$ cat src/rtl/eeprom_pkg.sv
// rtl/eeprom_pkg.sv - shared EEPROM geometry, reader states and test-pattern function
package eeprom_pkg;
    localparam int ADDR_W     = 17;
    localparam int DATA_W     = 8;
    localparam int PAGE_BYTES = 128;

    typedef enum logic [1:0] {
        ST_IDLE,
        ST_ACCESS,
        ST_HOLD,
        ST_RECOVER
    } reader_state_t;

    // Writer's pattern: a 0..PAGE_BYTES-1 ramp repeating on every page.
    function automatic logic [DATA_W-1:0] expected_byte(input logic [ADDR_W-1:0] a);
        return DATA_W'(a[$clog2(PAGE_BYTES)-1:0]);
    endfunction
endpackage

$ cat src/rtl/eeprom_pattern_check.sv
// rtl/eeprom_pattern_check.sv - compares read bytes to the writer pattern and tracks errors
module eeprom_pattern_check
    import eeprom_pkg::*;
(
    input  logic              clk,
    input  logic              rst,
    input  logic              clear,
    input  logic              check,
    input  logic [DATA_W-1:0] data,
    input  logic [ADDR_W-1:0] addr,
    output logic [17:0]       mismatch_cnt,
    output logic [ADDR_W-1:0] first_err_addr,
    output logic              err
);
    logic miss;

    assign miss = check && (data != expected_byte(addr));

    always_ff @(posedge clk) begin
        if (rst || clear) begin
            mismatch_cnt   <= '0;
            first_err_addr <= '0;
            err            <= 1'b0;
        end else if (miss) begin
            if (mismatch_cnt != '1) begin
                mismatch_cnt <= mismatch_cnt + 18'd1;
            end
            if (!err) begin
                first_err_addr <= addr;
                err            <= 1'b1;
            end
        end
    end
endmodule

$ cat src/rtl/eeprom_reader.sv
// rtl/eeprom_reader.sv - sequential EEPROM read burst streamed out on a valid/ready port
module eeprom_reader
    import eeprom_pkg::*;
#(
    parameter int ACCESS_CYCLES   = 2,
    parameter int RECOVERY_CYCLES = 1
) (
    input  logic              clk,
    input  logic              rst,
    input  logic              start,
    input  logic [ADDR_W-1:0] start_addr,
    input  logic [ADDR_W-1:0] len_m1,
    input  logic              verify_en,
    input  logic              abort,
    input  logic [DATA_W-1:0] data_i,
    output logic [ADDR_W-1:0] addr,
    output logic              nce,
    output logic              noe,
    output logic              nwe,
    output logic [DATA_W-1:0] rd_data,
    output logic [ADDR_W-1:0] rd_addr,
    output logic              rd_valid,
    input  logic              rd_ready,
    output logic              busy,
    output logic              done,
    output logic              aborted,
    output logic [17:0]       mismatch_cnt,
    output logic [ADDR_W-1:0] first_err_addr,
    output logic              err
);
    localparam logic [3:0] ACC_LAST = 4'(ACCESS_CYCLES - 1);
    localparam logic [3:0] REC_LAST = 4'(RECOVERY_CYCLES - 1);

    reader_state_t     state, state_d;
    logic [3:0]        cnt, cnt_d;
    logic [ADDR_W-1:0] remain, remain_d;
    logic              verify_q, verify_d;
    logic              abort_pend, abort_pend_d;
    logic [ADDR_W-1:0] addr_d, rd_addr_d;
    logic [DATA_W-1:0] rd_data_d;
    logic              nce_d, noe_d, rd_valid_d, busy_d, done_d, aborted_d;
    logic              clear, check;

    assign nwe = 1'b1;

    always_comb begin
        state_d      = state;
        cnt_d        = cnt;
        remain_d     = remain;
        verify_d     = verify_q;
        abort_pend_d = abort_pend;
        addr_d       = addr;
        nce_d        = nce;
        noe_d        = noe;
        rd_data_d    = rd_data;
        rd_addr_d    = rd_addr;
        rd_valid_d   = rd_valid;
        busy_d       = busy;
        done_d       = 1'b0;
        aborted_d    = aborted;
        clear        = 1'b0;
        check        = 1'b0;

        if ((state == ST_ACCESS || state == ST_HOLD) && abort) begin
            abort_pend_d = 1'b1;
        end

        case (state)
            ST_IDLE: begin
                if (start) begin
                    clear        = 1'b1;
                    verify_d     = verify_en;
                    remain_d     = len_m1;
                    abort_pend_d = 1'b0;
                    aborted_d    = 1'b0;
                    addr_d       = start_addr;
                    nce_d        = 1'b0;
                    noe_d        = 1'b0;
                    busy_d       = 1'b1;
                    cnt_d        = '0;
                    state_d      = ST_ACCESS;
                end
            end
            ST_ACCESS: begin
                if (cnt == ACC_LAST) begin
                    rd_data_d  = data_i;
                    rd_addr_d  = addr;
                    rd_valid_d = 1'b1;
                    check      = verify_q;
                    state_d    = ST_HOLD;
                end else begin
                    cnt_d = cnt + 4'd1;
                end
            end
            ST_HOLD: begin
                if (rd_ready) begin
                    rd_valid_d = 1'b0;
                    cnt_d      = '0;
                    if (remain == '0 || abort_pend_d) begin
                        nce_d = 1'b1;
                        noe_d = 1'b1;
                        // With no float time required, finish straight from the handshake.
                        if (RECOVERY_CYCLES == 0) begin
                            done_d    = 1'b1;
                            busy_d    = 1'b0;
                            aborted_d = abort_pend_d;
                            state_d   = ST_IDLE;
                        end else begin
                            state_d = ST_RECOVER;
                        end
                    end else begin
                        addr_d   = addr + 1'b1;
                        remain_d = remain - 1'b1;
                        state_d  = ST_ACCESS;
                    end
                end
            end
            ST_RECOVER: begin
                if (cnt == REC_LAST) begin
                    done_d    = 1'b1;
                    busy_d    = 1'b0;
                    aborted_d = abort_pend;
                    state_d   = ST_IDLE;
                end else begin
                    cnt_d = cnt + 4'd1;
                end
            end
            default: state_d = ST_IDLE;
        endcase
    end

    always_ff @(posedge clk) begin
        if (rst) begin
            state      <= ST_IDLE;
            cnt        <= '0;
            remain     <= '0;
            verify_q   <= 1'b0;
            abort_pend <= 1'b0;
            addr       <= '0;
            nce        <= 1'b1;
            noe        <= 1'b1;
            rd_data    <= '0;
            rd_addr    <= '0;
            rd_valid   <= 1'b0;
            busy       <= 1'b0;
            done       <= 1'b0;
            aborted    <= 1'b0;
        end else begin
            state      <= state_d;
            cnt        <= cnt_d;
            remain     <= remain_d;
            verify_q   <= verify_d;
            abort_pend <= abort_pend_d;
            addr       <= addr_d;
            nce        <= nce_d;
            noe        <= noe_d;
            rd_data    <= rd_data_d;
            rd_addr    <= rd_addr_d;
            rd_valid   <= rd_valid_d;
            busy       <= busy_d;
            done       <= done_d;
            aborted    <= aborted_d;
        end
    end

    eeprom_pattern_check u_check (
        .clk            (clk),
        .rst            (rst),
        .clear          (clear),
        .check          (check),
        .data           (data_i),
        .addr           (addr),
        .mismatch_cnt   (mismatch_cnt),
        .first_err_addr (first_err_addr),
        .err            (err)
    );
endmodule

$ cat config.mk
export PLATFORM = sky130hd
export DESIGN_NAME = eeprom_reader
export DESIGN_NICKNAME = d
export VERILOG_FILES = /design/src/rtl/eeprom_pkg.sv /design/src/rtl/eeprom_pattern_check.sv /design/src/rtl/eeprom_reader.sv
export SDC_FILE = /design/constraint.sdc
export NUM_CORES = 1
export LEC_CHECK = 0
export BUFFER_PORTS_ARGS = -buffer_cell sky130_fd_sc_hd__buf_2
export CORE_UTILIZATION = 25
export CTS_BUF_LIST = sky130_fd_sc_hd__clkbuf_16
export CTS_CLUSTER_SIZE = 28
export DETAILED_ROUTE_END_ITERATION = 12
export PLACE_DENSITY = 0.54
export SLEW_MARGIN = 25
export SYNTH_ARGS = -nofsm -noshare
export SYNTH_HDL_FRONTEND = slang
export SYNTH_HIERARCHICAL = 1
export SYNTH_SLANG_ARGS = --single-unit
$ cat constraint.sdc
create_clock -name clk -period 7.21 [get_ports clk]
set_input_delay 0.3605 -clock clk [delete_from_list [all_inputs] [get_ports clk]]
set_output_delay 0.3605 -clock clk [all_outputs]
set_load 0.01 [all_outputs]
### Yosys cells after proc, flatten, opt, wreduce, memory -nomap -nowiden

Cells that the tools add are included.

| operators by class | value |
|---|---|
| bitwise operators | 2 |
| eq/ne operators | 14 |
| reductions and logical operators | 22 |
| add/sub/neg operators | 4 |
| mux-type cells | 39 |

Operators by type and width:

| operator | count |
|---|---|
| $mux W17 | 6 |
| $pmux W17 S2 | 2 |
| $add A18 B1 Y18 const B | 1 |
| $ne A18 B18 Y1 const B | 1 |
| $add A17 B1 Y17 const B | 1 |
| $logic_not A17 Y1 | 1 |
| $sub A17 B1 Y17 const B | 1 |
| $mux W1 | 16 |
| $mux W4 | 4 |
| $pmux W4 S4 | 1 |
| $reduce_and A4 Y1 | 4 |
| $ne A2 B2 Y1 const B | 6 |
| $mux W2 | 5 |
| $ne A8 B7 Y1 | 1 |
| $pmux W1 S2 | 4 |
| $pmux W2 S4 | 1 |
| $reduce_and A2 Y1 | 4 |
| $reduce_and A3 Y1 | 2 |
| $reduce_bool A2 Y1 | 3 |
| $add A4 B1 Y4 const B | 1 |
| $eq A2 B2 Y1 const B | 2 |
| $eq A4 B1 Y1 const B | 1 |
| $logic_not A4 Y1 | 1 |
| $ne A2 B1 Y1 const B | 2 |
| 6 further kinds | 10 |

| word-level totals | value |
|---|---|
| word-level logic and storage cells | 97 |
| output and inout bits | 85 |
| register bits after elaboration | 108 |
| bits of input ports | 48 |

### Logic depth before layout (Yosys ltp)

| logic depth | value |
|---|---|
| depth in word-level cells | 8 |
| depth in mapped cells | 11 |
| mapped depth without buffers | 8 |

### By module

Netlist, hierarchy kept.

Modules (own cells, without submodules):

| module | instances | cells each | sequential area each (um2) | area each (um2) |
|---|---|---|---|---|
| eeprom_reader | 1 | 482 | 1,441.4 | 3,808.7 |
| eeprom_pattern_check | 1 | 209 | 720.7 | 1,751.7 |

### Worst setup path after synthesis

Ideal clock, no wire load.

| timing path | value |
|---|---|
| path kind | flip-flop to flip-flop |
| start point | register state[1] |
| end point | register u_check.mismatch_cnt[8] |
| arrival time | 2,586 ps |
| path slack | 4,554 ps |
| data required time | 7,140 ps |
| path buffers | 3 |
| setup time | 70 ps |
| clock period less this slack | 2,656 ps |
| cell stages (with the launch flop) | 11 |
| cell sequence | dfxtp_1 -> inv_1 -> ha_1 -> nor4bb_1 -> clkbuf_1 -> clkbuf_1 -> and2_1 -> a21bo_1 -> buf_2 -> or4_1 -> a21oi_1 |

| between the ends | value |
|---|---|
| cells in the longest elaborated chain, start to end | 4 |
| elaborated cells on any way between the ends | 7 |
| those cells by class | eq/ne (1); mux (2); reduce/logical (4) |

Ends and longest elaborated chain:

| element | line | text |
|---|---|---|
| start, declared | eeprom_reader.sv:34 | `reader_state_t state, state_d;` |
| start signal, assigned | eeprom_reader.sv:149 | `state <= state_d;` |
| $eq A2 B1 Y1 | eeprom_reader.sv:68 | `case (state)` |
| $mux W1 | eeprom_reader.sv:68 |  |
| named net check | eeprom_reader.sv:42 | `logic clear, check;` |
| $logic_and A1 B1 Y1 | eeprom_pattern_check.sv:17 | `assign miss = check && (data != expected_byte(addr));` |
| $reduce_and A2 Y1 (no line) | - |  |
| end signal, assigned | eeprom_pattern_check.sv:26 | `mismatch_cnt <= mismatch_cnt + 18'd1;` |
| end, declared | eeprom_pattern_check.sv:11 | `output logic [17:0] mismatch_cnt,` |

The timed path passes the listed nets, and every way through them passes these cells.
A chain may end at the register's enable or synchronous reset.

### Worst setup path after layout

Ends and elaborated chain as after synthesis.

==> results.toml <==
[logic_synthesis]
synth_flop_cell = "dfxtp_1"
yosys.area.top_type = "dfxtp_1"
yosysUniqueCellTypes = 76
ys_top_cells_by_count = "nand2_1, dfxtp_1, a21oi_1, nor2_1, clkbuf_1"
async_flop_share_pct = 0
synth.most_common_cell = "nand2_1"
synth-edff-count = 0
avgSynthCellArea_um2 = 8.05
yosysWarnings = 6
ys_seq_elements = 108
synth_fp_nets = 750
synth.area.top_cells = "dfxtp_1, nand2_1, a21oi_1"
ys_seq_area_share_pct = 38.9
syn_inst = 691
syn_area_mm2 = 0.00556
synth_top_area_share_pct = 38.9

[clock_network]
htree_levels = 3
cts_max_path_buffers = 2
holdBufCountCts = 0
cts_made_buffers = 9
clkSinkCount = 108
clkLatencyLatePin_ns = 0.36
cts_root_buffer = "clkbuf_16"
cts-resized-gates = 0
cts_tree = "yes"
cts_setup_buffers = 0
path_clk_slew_ns = 0.08

[pwr]
finalPower_w = 0.00204
p_per_area_mw_per_mm2 = 303
leakagePower_nw = 2.57
worst_ir_drop_vdd_uv = 150

[route]
wl_um = 18700
viasPerCell = 5.17
vias = 5567
ant_nets = 0
wl_per_cell_um = 17.4
drt-pass1-iter-count = 5
dr.first_iter.drc_count = 280
drc_errors = 0

[global_routing]
grt_usage_pct = 16.3
antenna_found_initial = 0
grt_max_degree = 79
gr-total-overflow = 0
grt_use_met1_pct = 22.7
globalRouteMet2Util_pct = 25.4
use_met3_pct = 3.01
grt-busiest-layer = "met2"
grt_pass1_wl_um = 28500
grt_pass1_vias = 4993

[setup_path]
required_ns = 7.50
reg2reg_from = "state[1]"
cp_top_family = "simple AND/OR/NAND/NOR gates"
worst_r2r_endpoint = "u_check/mismatch_cnt[8]"
start_kind = "register"
rrSetupSlack_ns = 4.37
critPathArrivalTime_ns = 3.12
cp_cell_sequence = "inv_1 > ha_1 > nor4bb_4 > buf_4 > and2_1 > a21bo_2 > or4_1 > a21oi_1"
crit_type = "register to register"
crit_path_end_kind = "register"
crit_slowest_cell = "or4_1"
critPathMaxStageDelay_ns = 0.58
crit_buf_inv = 2
r2r_cells = 8
cp_max_fo = 39

[sta]
finalSetupViolCount = 0
final-hold-violation-count = 0
worst_pin_slew_ns = 0.884
slew_viol_final = 0
setup_tns_ns = 0
period_needed_ns = 2.84
slew_headroom_pct = 41.1
fin_crit_sh_pct = 39.3
hold_ws_ns = 0.257
rsz0062_at_grt = "no"
fmax_ghz = 0.353
worst_slack_ns = 4.37
finClkSkew_ns = 0.00762

[floorplanning]
floorplan.rows = 54
dieHeight_um = 151
die_area_mm2 = 0.0228
die_x_um = 151
io_pins = 133
initial_utilization_pct = 25.5
core_area_mm2 = 0.0218

[finish]
regArea_mm2 = 0.00216
n_fill_cell = 2364
multiInputGateArea_mm2 = 0.00312
nNetsFinal = 850
drive_gt1_share_pct = 22.9
synthToLayoutAreaGrowth_pct = 20.8

[hold_path]
worstHoldStart = "start_addr[12]"
hold-path-cell-count = 3
hold_end = "addr[12]"
hold_class = "input pin to register"

[placed_design]
io_buffers = 131
gp_congestion = 0.754
hpwl_um = 12800
pre_cts_ws_ns = 4.13

[flow_run]
max_cap_violations = 0

[outcome]
status = "completed"
==> power breakdown <==
part / internal [W] / switching [W]
Sequential: 0.000671 / 0.000131
Combinational: 0.000265 / 0.000437
Clock: 0.000301 / 0.000233
Total: 0.00124 / 0.000801
==> cells in the final DEF (no fill, tap or decap), types with 9 or more instances in the layout <==
cell,count
nand4_1,16
nor2_1,39
ha_1,11
or3_1,10
dfxtp_1,108
o21ai_0,30
o31ai_1,11
nor3_1,16
buf_4,9
buf_2,131
mux2i_1,11
and3_1,9
nand2_1,112
nand3_1,20
clkbuf_16,9
or4_1,17
a21oi_1,75
a31oi_1,11
inv_1,15
==> final cells by class <==
class / count / share of cell area (%)
Antenna cell: 1 / 0.0373
Clock buffer: 9 / 3.35
Clock inverter: 6 / 1.23
Inverter: 14 / 0.783
Multi-Input combinational cell: 518 / 46.4
Sequential cell: 108 / 32.2
Tap cell: 280 / 5.22
Timing Repair Buffer: 140 / 10.8
==> logic make-up (layout without fill, tap and decap cells) <==
| kind of cell | after synthesis | after routing | share of synthesized area (%) |
|---|---|---|---|
| xor gates and xnor gates | 8 | 8 | 1.26 |
| and+or+nand+nor | 283 | 283 | 26.2 |
| DFF | 108 | 108 | 38.9 |
| adders and majority gates | 11 | 11 | 2.48 |
| other | 1 | 2 | 0.0674 |
| AOI/OAI and AO/OA | 202 | 202 | 23.4 |
| buffers and inverters | 65 | 169 | 5.38 |
| muxes | 13 | 13 | 2.39 |
==> flip-flops by register name (all words and copies together), names as in the netlist <==
| register | count |
|---|---|
| done | 1 |
| rd_addr | 17 |
| busy | 1 |
| state | 2 |
| aborted | 1 |
| addr | 17 |
| verify_q | 1 |
| u_check/first_err_addr | 17 |
| u_check/mismatch_cnt | 18 |
| rd_data | 8 |
| noe | 1 |
| cnt | 4 |
| remain | 17 |
| rd_valid | 1 |
| u_check/err | 1 |
| abort_pend | 1 |
==> how the worst max path moves through the flow <==
| stage | startpoint | end | slack [ns] | depth (start not counted) |
|---|---|---|---|---|
| 6_report | state[1] | u_check/mismatch_cnt[8] | 4.37 | 8 |
| 5_1_grt | state[1] | u_check/mismatch_cnt[2] | 4.14 | 8 |
| 4_1_cts | state[1] | u_check/mismatch_cnt[3] | 4.13 | 8 |
| 3_5_place_dp | state[1] | u_check/mismatch_cnt[3] | 4.13 | 8 |
| 3_3_place_gp | remain[0] | addr[11] | 4.24 | 8 |
| 2_1_floorplan | state[1] | u_check/mismatch_cnt[8] | 4.55 | 10 |
==> stage by stage <==
step | cells | util, % | area (um2)
global placement | 1060 | 29.3 | 6400
CTS | 1075 | 30.7 | 6710
finish | 1076 | 30.8 | 6720
global route | 1075 | 30.8 | 6710
floorplan | 691 | - | 5560
detailed placement | 1060 | 29.3 | 6400
==> metal layers <==
| layer | vias up | wire length [um] |
|---|---|---|
| met5 | - | 0 |
| met4 | 0 | 262 |
| met3 | 13 | 964 |
| met2 | 148 | 8630 |
| met1 | 2669 | 8820 |
| li1 | 2737 | - |
==> worst reg2reg max path: cells and delay by family, from the launching register on <==
family,cells,cell delay (ns)
adders and majority gates,1,0.23
AOI/OAI and AO/OA,2,0.62
DFF,1,0.36
buffers and inverters,2,0.45
and+or+nand+nor,3,1.12
No activity file was read; power rests on OpenSTA's default activity.
